`src/rtl/dot_product_pkg.sv`:
```
// Shared constants and types for the dot-product datapath: lane geometry,
// packer state encoding and the accumulator result width.
package dot_product_pkg;

  localparam int DEF_N  = 4;
  localparam int DEF_DW = 8;

  // Result width used by the downstream dot_product stage.
  localparam int RES_W = 2 * DEF_DW + $bits(DEF_N);

  typedef enum logic {
    FILL = 1'b0,
    FULL = 1'b1
  } pack_state_t;

endpackage

```
`src/rtl/operand_packer.sv`:
```
// Collects element pairs into two N-lane vectors and hands the packed pair to
// the dot_product stage through a valid/ready handshake.
module operand_packer
  import dot_product_pkg::*;
#(
  parameter int N  = DEF_N,
  parameter int DW = DEF_DW
) (
  input  logic                  clock,
  input  logic                  reset_n,
  input  logic                  in_valid,
  output logic                  in_ready,
  input  logic [DW-1:0]         in_a,
  input  logic [DW-1:0]         in_b,
  input  logic                  in_last,
  output logic                  out_valid,
  input  logic                  out_ready,
  output logic [N*DW-1:0]       out_vec1,
  output logic [N*DW-1:0]       out_vec2,
  output logic [$clog2(N+1)-1:0] out_count
);

  localparam int IW = $clog2(N);
  localparam int CW = $clog2(N+1);

  pack_state_t   state;
  logic [IW-1:0] idx;
  logic          accept;
  logic          transfer;
  logic          vec_done;

  // Writing lane 0 starts a fresh vector, so unused upper lanes read as zero.
  function automatic logic [N*DW-1:0] load_lane(input logic [N*DW-1:0] cur,
                                                 input logic [IW-1:0]   lane,
                                                 input logic [DW-1:0]   d);
    logic [N*DW-1:0] nxt;
    nxt = (lane == '0) ? '0 : cur;
    nxt[lane*DW +: DW] = d;
    return nxt;
  endfunction

  assign out_valid = (state == FULL);
  assign in_ready  = (state == FILL) ? 1'b1 : out_ready;
  assign accept    = in_valid && in_ready;
  assign transfer  = out_valid && out_ready;
  assign vec_done  = in_last || (idx == IW'(N-1));

  always_ff @(posedge clock or negedge reset_n) begin
    if (!reset_n) begin
      state     <= FILL;
      idx       <= '0;
      out_vec1  <= '0;
      out_vec2  <= '0;
      out_count <= '0;
    end else begin
      case (state)
        FILL: begin
          if (accept) begin
            out_vec1 <= load_lane(out_vec1, idx, in_a);
            out_vec2 <= load_lane(out_vec2, idx, in_b);
            if (vec_done) begin
              state     <= FULL;
              out_count <= CW'(idx) + CW'(1);
              idx       <= '0;
            end else begin
              idx <= idx + IW'(1);
            end
          end
        end
        FULL: begin
          if (transfer) begin
            // An element arriving alongside the transfer opens the next vector.
            if (accept) begin
              out_vec1 <= load_lane(out_vec1, '0, in_a);
              out_vec2 <= load_lane(out_vec2, '0, in_b);
              if (in_last) begin
                state     <= FULL;
                out_count <= CW'(1);
                idx       <= '0;
              end else begin
                state <= FILL;
                idx   <= IW'(1);
              end
            end else begin
              state <= FILL;
              idx   <= '0;
            end
          end
        end
        default: begin
          state <= FILL;
          idx   <= '0;
        end
      endcase
    end
  end

endmodule

```
`config.mk`:
```
export PLATFORM = sky130hd
export DESIGN_NAME = operand_packer
export DESIGN_NICKNAME = d
export VERILOG_FILES = /design/src/rtl/dot_product_pkg.sv /design/src/rtl/operand_packer.sv
export SDC_FILE = /design/constraint.sdc
export NUM_CORES = 1
export LEC_CHECK = 0
export ABC_AREA = 1
export BUFFER_PORTS_ARGS = -buffer_cell sky130_fd_sc_hd__clkbuf_2
export CAP_MARGIN = 30
export CORE_MARGIN = 3
export CORE_UTILIZATION = 47
export CTS_CLUSTER_SIZE = 16
export DETAILED_ROUTE_END_ITERATION = 12
export MAX_ROUTING_LAYER = met4
export PLACE_DENSITY = 0.78
export SLEW_MARGIN = 10
export SYNTH_ARGS = -nofsm -noshare
export SYNTH_HDL_FRONTEND = slang
export SYNTH_SLANG_ARGS = --single-unit
```
`constraint.sdc`:
```
create_clock -name clock -period 1.75 [get_ports clock]
set_input_delay 0.175 -clock clock [delete_from_list [all_inputs] [get_ports clock]]
set_output_delay 0.175 -clock clock [all_outputs]
set_load 0.02 [all_outputs]
```
==> flow_summary.yaml <==
outcome:
  status: "finished clean"
placed_design:
  port_buffers: 89
  place.gp.congestion: 0.938
  dpl_cell_area_mm2: 0.00394
  hpwlAfterDp_mm: 6.25
  place_inst: 601
detailed_routing:
  wl_per_cell_um: 14.0
  postRouteAntennaNets: 0
  drtIter0Drc: 230
  via_count: 3060
  dr.pass1.iters: 6
  wl_mm: 8.67
  remaining_drc_errors: 0
  viasPerCell: 4.94
worst_hold_path:
  hold_depth: 3
  worst_hold_path.endpoint: "out_vec2[7]$_DFFE_PN0P_"
  hold_class: "input port to flop"
  hp-start: "in_b[7]"
critical_path:
  r2r-end: "out_vec1[27]$_DFFE_PN0P_"
  critPathRequiredTime_ns: 2.04
  reg2regPathDepth: 6
  cpLargestDelayFamily: "simple AND/OR/NAND/NOR gates"
  crit_path_max_incr_delay_ns: 0.69
  startpoint_type: "flop"
  critical_path.max_fanout: 16
  critical_path_buf_inv_count: 1
  crit_path_end_kind: "flop"
  rr_startpoint: "out_valid$_DFF_PN0_"
  path_class: "flop to flop"
  r2r_slack_ns: 0.17
  crit_arrival_ns: 1.87
  cp_cell_sequence: "nand2_4 -> nand2_4 -> inv_4 -> nand2_2 -> nand2_1 -> nand2_1"
  crit_path_top_delay_cell: "dfrtp_1"
clock_tree:
  htree_levels: 3
  numCtsBuffers: 9
  clkSinkCount: 70
  clock_path_buffers: 2
  insertion_delay_ns: 0.35
  cts_root_buffer: "clkbuf_8"
  clk_pin_slew_ns: 0.08
  cts_tree: "built"
sta:
  worstMarginPinSlew_ns: 0.545
  fmax_mhz: 632
  rsz0062_at_grt: "no"
  hold_violations: 0
  period_needed_ns: 1.58
  setup_viol: 0
  maxSlewViolCount: 0
  relSlewSlack: 0.636
  period_share: 0.904
  clock_skew_ns: 0.00816
  finalSetupTns_ns: 0
power_and_ir_drop:
  leakage_uw: 0.00236
  peakVddDrop_mv: 0.673
  powerDensity_mw_per_mm2: 1290
global_routing:
  grt_pass1_wl_mm: 14.8
  grt_max_degree: 32
  antenna_found_initial: 0
  grtUsageTotal: 0.229
  grt_overflow: 0
  grt_pass1_vias: 3028
synth:
  ys_types: 22
  ys_seq_area_frac: 0.519
  syn_inst: 428
  synth_area_mm2: 0.00338
  yosys_register_bits: 70
  syn-mean-instance-area_um2: 7.89
  syn-num-nets: 455
  yosysWarnings: 0
floorplanning:
  fp-row-count: 30
  die_y_um: 90.8
  ios: 90
  start_util: 0.492
  core_mm2: 0.00687
  dieArea_mm2: 0.00824
  die_x_um: 90.8
final_layout:
  instances_no_fill: 620
  final_cell_mix: "192 x nand2_1, 88 x clkbuf_2, 69 x dfrtp_1"
  final_common_cell: "nand2_1"
  post-route-cell-area_mm2: 0.00418
  layout.nets: 546
  drive_above_1_share: 0.258
  fill_cells: 601
  syn_to_final_growth_pct: 23.9
  num_antenna_cells: 0
flow_run:
  cap_violations: 0
==> Yosys cell counts <==
library cell,count,area (um2)
buf_2,9,45.0
o21ai_1,3,15.0
ha_1,6,75.1
nand2_1,193,724
nor2_1,37,139
nor3_1,2,10.0
clkbuf_1,1,3.75
o21ai_0,18,90.1
inv_1,25,93.8
a21oi_4,2,32.5
nand2_2,5,31.3
buf_4,7,52.6
dfrtp_1,70,1750
a21oi_1,1,5.00
o211ai_1,1,7.51
inv_2,2,7.51
nand2_4,2,22.5
nor2_4,1,11.3
buf_6,2,22.5
inv_4,1,6.26
nand3_1,38,190
nor2_8,2,40.0
==> through the flow <==
stage	hold WS [ns]	util	power [uW]	setup WS [ns]
after detailed placement	0.159	0.573	4050	0.0785
after floorplan	-0.121	-	3480	0.0256
final	0.0749	0.609	5400	0.168
after global placement	0.179	0.573	4010	0.159
after global routing	0.0853	0.609	5720	0.0282
after CTS	0.0677	0.603	5360	0.0494
==> timing repair <==
item | CTS | global route
setup buffers | 0 | 2
gates resized for setup | 0 | 3
hold endpoints to repair | 16 | 0
endpoints found under the setup margin | 0 | 49
hold buffers | 1 | 0
==> layer usage <==
layer / vias up / GRT usage / share of wire
met1: 1421 / 0.307 / 0.46
met2: 124 / 0.345 / 0.46
met4: 0 / 0.0880 / 0.017
met5: - / - / 0
li1: 1501 / - / -
met3: 14 / 0.0458 / 0.061
==> cell families after synthesis <==
kind of cell	after synthesis	share of synthesized area
AOI/OAI and AO/OA	25	0.0445
adders and majority gates	6	0.0222
buffers and inverters	47	0.0685
DFF	70	0.519
and+or+nand+nor	280	0.346
==> layout make-up <==
cell class | count | area, um2 | share of cell area
timing repair buffer | 99 | 573 | 0.137
tap | 96 | 120 | 0.0287
multi-input combinational | 311 | 1430 | 0.343
sequential | 70 | 1750 | 0.419
clock buffer | 9 | 124 | 0.0296
inverter | 28 | 108 | 0.0257
clock inverter | 7 | 72.6 | 0.0173
==> worst min-delay path, cell delays in order <==
cell and delay (ns):
clkbuf_2 0.10, nand3_1 0.08, nand2_1 0.04
==> where the power goes <==
part | switching [uW] | internal [uW] | total [uW]
clock | 649 | 659 | 1310
sequential | 184 | 1860 | 2040
combinational | 1410 | 636 | 2040
==> flip-flops by register name, summed over array words and instances, names as in the netlist <==
register	count
out_vec2	32
out_vec1	32
out_valid	1
idx	2
out_count	3
==> worst max-delay path by stage <==
stage | from | to | slack [ns] | cells past startpoint
floorplan | idx[0]$_DFFE_PN0P_ | out_vec1[16]$_DFFE_PN0P_ | 0.03 | 10
global placement | idx[0]$_DFFE_PN0P_ | out_vec1[30]$_DFFE_PN0P_ | 0.16 | 7
detailed placement | idx[0]$_DFFE_PN0P_ | out_vec2[27]$_DFFE_PN0P_ | 0.08 | 7
CTS | idx[0]$_DFFE_PN0P_ | out_vec1[12]$_DFFE_PN0P_ | 0.05 | 6
global route | out_valid$_DFF_PN0_ | out_vec1[27]$_DFFE_PN0P_ | 0.03 | 6
finish | out_valid$_DFF_PN0_ | out_vec1[27]$_DFFE_PN0P_ | 0.17 | 6
(Power assumes the default switching activity.)
